`src/rtl/pc_fetch_if.sv`:
```
// Bundle between the decoder/register file and the PC fetch stage.
// The master modport is the fetch unit's view of the bundle.
interface pc_fetch_if #(
  parameter int unsigned IMEM_AW = 10,
  parameter int unsigned CNT_W   = 32
);
  logic [31:0]        instr;
  logic               beq;
  logic               bne;
  logic               blez;
  logic               bgtz;
  logic               bz;
  logic               jmp;
  logic               jr;
  logic               jal;
  logic               syscall;
  logic [31:0]        rs_data;
  logic [31:0]        rt_data;
  logic [31:0]        v0_data;
  logic               go;
  logic [31:0]        pc;
  logic [31:0]        pc_plus4;
  logic [IMEM_AW-1:0] imem_addr;
  logic               halted;
  logic [CNT_W-1:0]   cycle_cnt;
  logic [CNT_W-1:0]   jmp_cnt;
  logic [CNT_W-1:0]   br_cnt;

  modport master (
    input  instr, beq, bne, blez, bgtz, bz, jmp, jr, jal, syscall,
    input  rs_data, rt_data, v0_data, go,
    output pc, pc_plus4, imem_addr, halted, cycle_cnt, jmp_cnt, br_cnt
  );

  modport slave (
    output instr, beq, bne, blez, bgtz, bz, jmp, jr, jal, syscall,
    output rs_data, rt_data, v0_data, go,
    input  pc, pc_plus4, imem_addr, halted, cycle_cnt, jmp_cnt, br_cnt
  );
endinterface

```
`src/rtl/pc_fetch_unit.sv`:
```
// PC stage of the single-cycle MIPS core: next-PC selection, RUN/HALT control on
// SYSCALL exit, GO-edge resume and run statistics counters.
module pc_fetch_unit #(
  parameter logic [31:0] RESET_PC = 32'h0000_3000,
  parameter int unsigned IMEM_AW  = 10,
  parameter int unsigned CNT_W    = 32
) (
  input logic        clk,
  input logic        rst_n,
  pc_fetch_if.master bus
);

  typedef enum logic {StRun, StHalt} state_e;

  state_e           state_q;
  logic             halted_q;
  logic             go_q;
  logic [31:0]      pc_q;
  logic [CNT_W-1:0] cycle_q;
  logic [CNT_W-1:0] jmp_q;
  logic [CNT_W-1:0] br_q;

  logic        [31:0] pc_plus4;
  logic        [31:0] br_tgt;
  logic        [31:0] j_tgt;
  logic        [31:0] run_next_pc;
  logic signed [31:0] rs_s;
  logic               br_take;
  logic               halt_req;
  logic               go_rise;
  logic               any_jump;

  // Opcode field and JAL strobe carry no information this stage needs; JAL
  // always arrives together with the generic jump strobe.
  logic unused_bits;
  assign unused_bits = ^{bus.instr[31:26], bus.jal};

  assign pc_plus4 = pc_q + 32'd4;
  assign br_tgt   = pc_plus4 + {{14{bus.instr[15]}}, bus.instr[15:0], 2'b00};
  assign j_tgt    = {pc_plus4[31:28], bus.instr[25:0], 2'b00};
  assign rs_s     = $signed(bus.rs_data);
  assign halt_req = bus.syscall & (bus.v0_data == 32'd10);
  assign go_rise  = bus.go & ~go_q;
  assign any_jump = bus.jmp | bus.jr;

  always_comb begin
    br_take = (bus.beq  & (bus.rs_data == bus.rt_data))
            | (bus.bne  & (bus.rs_data != bus.rt_data))
            | (bus.blez & (rs_s <= 32'sd0))
            | (bus.bgtz & (rs_s >  32'sd0))
            | (bus.bz   & ~bus.instr[16] & (rs_s <  32'sd0))
            | (bus.bz   &  bus.instr[16] & (rs_s >= 32'sd0));
  end

  // JR wins over the generic jump strobe the decoder raises alongside it.
  always_comb begin
    run_next_pc = pc_plus4;
    if (bus.jr) begin
      run_next_pc = bus.rs_data;
    end else if (bus.jmp) begin
      run_next_pc = j_tgt;
    end else if (br_take) begin
      run_next_pc = br_tgt;
    end
  end

  always_ff @(posedge clk) begin
    if (!rst_n) begin
      state_q  <= StRun;
      halted_q <= 1'b0;
      go_q     <= 1'b0;
      pc_q     <= RESET_PC;
      cycle_q  <= '0;
      jmp_q    <= '0;
      br_q     <= '0;
    end else begin
      go_q <= bus.go;
      unique case (state_q)
        StRun: begin
          cycle_q <= cycle_q + CNT_W'(1);
          if (halt_req) begin
            state_q  <= StHalt;
            halted_q <= 1'b1;
          end else begin
            pc_q <= run_next_pc;
            if (any_jump) begin
              jmp_q <= jmp_q + CNT_W'(1);
            end else if (br_take) begin
              br_q <= br_q + CNT_W'(1);
            end
          end
        end
        StHalt: begin
          if (go_rise) begin
            state_q  <= StRun;
            halted_q <= 1'b0;
            pc_q     <= pc_plus4;
          end
        end
        default: begin
          state_q  <= StRun;
          halted_q <= 1'b0;
        end
      endcase
    end
  end

  assign bus.pc        = pc_q;
  assign bus.pc_plus4  = pc_plus4;
  assign bus.imem_addr = pc_q[IMEM_AW+1:2];
  assign bus.halted    = halted_q;
  assign bus.cycle_cnt = cycle_q;
  assign bus.jmp_cnt   = jmp_q;
  assign bus.br_cnt    = br_q;

endmodule

```
`src/flat_wrapper.sv`:
```
// flat-port wrapper written by rule: the top's interface ports become plain ports
module pc_fetch_unit_flat 
#(
  parameter logic [31:0] RESET_PC = 32'h0000_3000,
  parameter int unsigned IMEM_AW  = 10,
  parameter int unsigned CNT_W    = 32
)
  (clk, rst_n, bus_instr, bus_beq, bus_bne, bus_blez, bus_bgtz, bus_bz, bus_jmp, bus_jr, bus_jal, bus_syscall, bus_rs_data, bus_rt_data, bus_v0_data, bus_go, bus_pc, bus_pc_plus4, bus_imem_addr, bus_halted, bus_cycle_cnt, bus_jmp_cnt, bus_br_cnt);
  pc_fetch_if #(.IMEM_AW(IMEM_AW), .CNT_W(CNT_W)) bus_i ();
  input logic clk;
  input logic rst_n;
  input wire logic [$bits(bus_i.instr)-1:0] bus_instr;
  input wire logic [$bits(bus_i.beq)-1:0] bus_beq;
  input wire logic [$bits(bus_i.bne)-1:0] bus_bne;
  input wire logic [$bits(bus_i.blez)-1:0] bus_blez;
  input wire logic [$bits(bus_i.bgtz)-1:0] bus_bgtz;
  input wire logic [$bits(bus_i.bz)-1:0] bus_bz;
  input wire logic [$bits(bus_i.jmp)-1:0] bus_jmp;
  input wire logic [$bits(bus_i.jr)-1:0] bus_jr;
  input wire logic [$bits(bus_i.jal)-1:0] bus_jal;
  input wire logic [$bits(bus_i.syscall)-1:0] bus_syscall;
  input wire logic [$bits(bus_i.rs_data)-1:0] bus_rs_data;
  input wire logic [$bits(bus_i.rt_data)-1:0] bus_rt_data;
  input wire logic [$bits(bus_i.v0_data)-1:0] bus_v0_data;
  input wire logic [$bits(bus_i.go)-1:0] bus_go;
  output wire logic [$bits(bus_i.pc)-1:0] bus_pc;
  output wire logic [$bits(bus_i.pc_plus4)-1:0] bus_pc_plus4;
  output wire logic [$bits(bus_i.imem_addr)-1:0] bus_imem_addr;
  output wire logic [$bits(bus_i.halted)-1:0] bus_halted;
  output wire logic [$bits(bus_i.cycle_cnt)-1:0] bus_cycle_cnt;
  output wire logic [$bits(bus_i.jmp_cnt)-1:0] bus_jmp_cnt;
  output wire logic [$bits(bus_i.br_cnt)-1:0] bus_br_cnt;
  assign bus_i.instr = bus_instr;
  assign bus_i.beq = bus_beq;
  assign bus_i.bne = bus_bne;
  assign bus_i.blez = bus_blez;
  assign bus_i.bgtz = bus_bgtz;
  assign bus_i.bz = bus_bz;
  assign bus_i.jmp = bus_jmp;
  assign bus_i.jr = bus_jr;
  assign bus_i.jal = bus_jal;
  assign bus_i.syscall = bus_syscall;
  assign bus_i.rs_data = bus_rs_data;
  assign bus_i.rt_data = bus_rt_data;
  assign bus_i.v0_data = bus_v0_data;
  assign bus_i.go = bus_go;
  assign bus_pc = bus_i.pc;
  assign bus_pc_plus4 = bus_i.pc_plus4;
  assign bus_imem_addr = bus_i.imem_addr;
  assign bus_halted = bus_i.halted;
  assign bus_cycle_cnt = bus_i.cycle_cnt;
  assign bus_jmp_cnt = bus_i.jmp_cnt;
  assign bus_br_cnt = bus_i.br_cnt;
  pc_fetch_unit #(.RESET_PC(RESET_PC), .IMEM_AW(IMEM_AW), .CNT_W(CNT_W)) u_core (.clk(clk), .rst_n(rst_n), .bus(bus_i));
endmodule
```
`config.mk`:
```
export PLATFORM = sky130hd
export DESIGN_NAME = pc_fetch_unit_flat
export DESIGN_NICKNAME = d
export VERILOG_FILES = /design/src/rtl/pc_fetch_if.sv /design/src/rtl/pc_fetch_unit.sv /design/src/flat_wrapper.sv
export SDC_FILE = /design/constraint.sdc
export NUM_CORES = 1
export LEC_CHECK = 0
export CAP_MARGIN = 0
export CORE_AREA = 8 8 144 146
export CTS_BUF_LIST = sky130_fd_sc_hd__clkbuf_4 sky130_fd_sc_hd__clkbuf_8 sky130_fd_sc_hd__clkbuf_16
export DETAILED_ROUTE_END_ITERATION = 7
export DIE_AREA = 0 0 152 154
export PLACE_DENSITY = 0.95
export SYNTH_ARGS = -nofsm -noshare
export SYNTH_HDL_FRONTEND = slang
export SYNTH_SLANG_ARGS = --single-unit
```
`constraint.sdc`:
```
create_clock -name clk -period 5.7 [get_ports clk]
set_clock_uncertainty 0.1 [all_clocks]
set_input_delay 0.855 -clock clk [delete_from_list [all_inputs] [get_ports clk]]
set_output_delay 0.855 -clock clk [all_outputs]
set_load 0.05 [all_outputs]
```
==> impl_metrics.tcl <==
set metrics [dict create \
    status "finished clean" \
    initial_core_util 0.499 \
    ir_drop_uv 214 \
    timing.final.crit_share 0.875 \
    die_h_um 154 \
    synth-edff-count 0 \
    relSlewSlack 0.300 \
    power_leakage_nw 4.75 \
    whs_path_depth 2 \
    required_ns 4.74 \
    final_nets 1617 \
    critPathLaunchType "flop" \
    async_flop_share 0 \
    die-area_mm2 0.0234 \
    grt_util_met1 0.348 \
    clock_sinks 131 \
    post_cts_buffers 0 \
    hold_path_class "reg -> reg" \
    drive_gt1_frac 0.0524 \
    h-tree-depth 4 \
    grt_pass1_wl_um 56200 \
    clk_path_buf_depth 2 \
    insertion_delay_ns 0.42 \
    maxCapViolCount 0 \
    viasPerCell 6.15 \
    power_density_mw_per_mm2 234 \
    synth_xor_area_frac 0.151 \
    dpl.hpwl_um 27700 \
    yosysWarnings 0 \
    synth_area_leaders "dfxtp_1, xnor2_1, xor2_1" \
    setup_violations 0 \
    synth_ff_type "dfxtp_1" \
    synth_fa_ha_area_frac 0.0551 \
    gr-usage-met3 0.0689 \
    drc 0 \
    first_pass_iters 7 \
    holdWs_ns 0.398 \
    synth-compound-area-share 0.183 \
    postCtsHoldBufs 0 \
    syn_nets 1341 \
    final_cell_mix "clkdlybuf4s50_1, dfxtp_1, nor2_1, nand2_1, xnor2_1" \
    cts_root_buffer "clkbuf_16" \
    reg2reg_depth 15 \
    postRouteWirelength_um 36100 \
    setup_tns_ns 0 \
    vias 10400 \
    drt_iter0_drc 981 \
    fmax_mhz 201 \
    grt_max_degree 99 \
    core_area_mm2 0.0185 \
    numPortBuffers 303 \
    cts.clk_slew.worst_paths_ns 0.06 \
    wire_per_inst_um 21.4 \
    use_met2 0.494 \
    die_w_um 152 \
    fin_crit_ns 4.99 \
    synth_area_mm2 0.00921 \
    antenna_found_initial 2 \
    postRouteAntennaNets 0 \
    critical_path_class "reg -> out" \
    synth_top_cell_by_area "dfxtp_1" \
    cts_buffers 17 \
    grt_overflow_total 0 \
    cts_resized 0 \
    placement_rows 50 \
    tightest_slew_ns 1.05 \
    yosys.area_share.simple 0.265 \
    rsz0062_at_grt "false" \
    synthToLayoutAreaGrowth_pct 40.2 \
    crit_path_end_kind "primary output" \
    final_common_cell "clkdlybuf4s50_1" \
    synth-seq-area-share 0.285 \
    hold_viol_final 0 \
    finish.utilization 0.700 \
    final_max_slew_viol_count 0 \
    syn_inst 1161 \
    worstPathArrival_ns 4.03 \
    path_max_fanout 8 \
    grt_pass1_vias 10200 \
    synth_top_family_by_area "simple AND/OR/NAND/NOR gates" \
    synth.mux.area_fraction 0.0143 \
    synth.distinct_cells 75 \
    synth-seq-cells 131 \
    finalWeightedCongestion 0.980 \
    syn_area_per_cell_um2 7.94 \
    busiest_layer "met2" \
    grt.total_usage 0.297 \
    cts_tree "done" \
    ios 311 \
    synth_top_area_share 0.285 \
]
==> cell families (layout without fill, tap and decap cells) <==
logic type,Yosys count,after routing
xor+xnor,159,159
mux,13,13
compound gates,258,258
simple gates,469,469
flops,131,131
fa+ha+maj,40,40
other cells,0,1
buf+inv,91,380
==> path summary, 6_finish.rpt <==
path	startpoint	slack, ns	endpoint
setup / recovery	u_core.bus.pc[2]$_SDFFE_PN0P_	0.71	bus_pc_plus4[28]
hold reg to reg	u_core.bus.halted$_SDFFE_PN0P_	0.40	u_core.bus.halted$_SDFFE_PN0P_
setup reg to reg	u_core.bus.pc[2]$_SDFFE_PN0P_	0.87	u_core.bus.pc[29]$_SDFFE_PN0P_
hold / removal	u_core.bus.halted$_SDFFE_PN0P_	0.40	u_core.bus.halted$_SDFFE_PN0P_
==> state kept, by name, indices dropped and copies added, names as in the netlist <==
signal / cells
u_core.bus.br_cnt: 32
u_core.go_q: 1
u_core.bus.halted: 1
u_core.bus.jmp_cnt: 32
u_core.bus.pc: 32
u_core.bus.cycle_cnt: 32
u_core.state_q: 1
==> metal layers <==
metal | share of wire | routed length (µm) | vias up
met5 | 0.00033 | 12 | -
met4 | 0.053 | 1900 | 2
met3 | 0.096 | 3460 | 154
met2 | 0.47 | 16800 | 660
met1 | 0.39 | 13900 | 4811
li1 | - | - | 4728
==> layout make-up <==
class / instances / area (µm²)
Sequential cell: 131 / 2620
Clock buffer: 18 / 433
Timing Repair Buffer: 314 / 3120
Inverter: 34 / 128
Fill cell: 1363 / 5540
Clock inverter: 14 / 169
Tap cell: 234 / 293
Antenna cell: 1 / 2.50
Multi-Input combinational cell: 939 / 6160
==> worst max-delay path, stage by stage (launching register included) <==
cell	delay, ns
dfxtp_1	0.51
ha_1	0.31
and4_1	0.33
nand4_1	0.28
nor3_2	0.51
nand2_1	0.24
nor2_1	0.18
xor2_1	0.37
clkdlybuf4s50_1	0.89
==> power breakdown <==
group | internal [mW] | total (mW) | switching, mW | leakage [nW]
registers | 0.942 | 0.988 | 0.0461 | 1.06
logic | 0.355 | 0.888 | 0.532 | 3.40
clock network | 0.666 | 1.15 | 0.481 | 0.287
==> cells in the mapped netlist (all sizes together) (8+ instances only) <==
cell	count
nand4	41
ha	39
o21a	8
and4	10
a21o	19
xor2	60
nand2	103
mux2i	12
and3	26
a21oi	77
buf	25
inv	33
o211ai	13
o21ai	67
dfxtp	131
nand3	54
nor2	132
xnor2	99
nor3	21
nor4	24
or3	23
a221oi	8
and2	13
clkbuf	32
==> metrics by stage <==
step | cells | setup WS (ns) | total power [mW] | instance area (µm²)
after floorplan | 1161 | 0.682 | 1.56 | 9210
after global placement | 1652 | 1.09 | 1.86 | 12300
after detailed placement | 1652 | 1.05 | 1.88 | 12300
after CTS | 1684 | 0.845 | 3.01 | 12900
after global routing | 1685 | 0.556 | 3.12 | 12900
final | 1685 | 0.714 | 3.02 | 12900
Power figures use the tool's default switching activity.
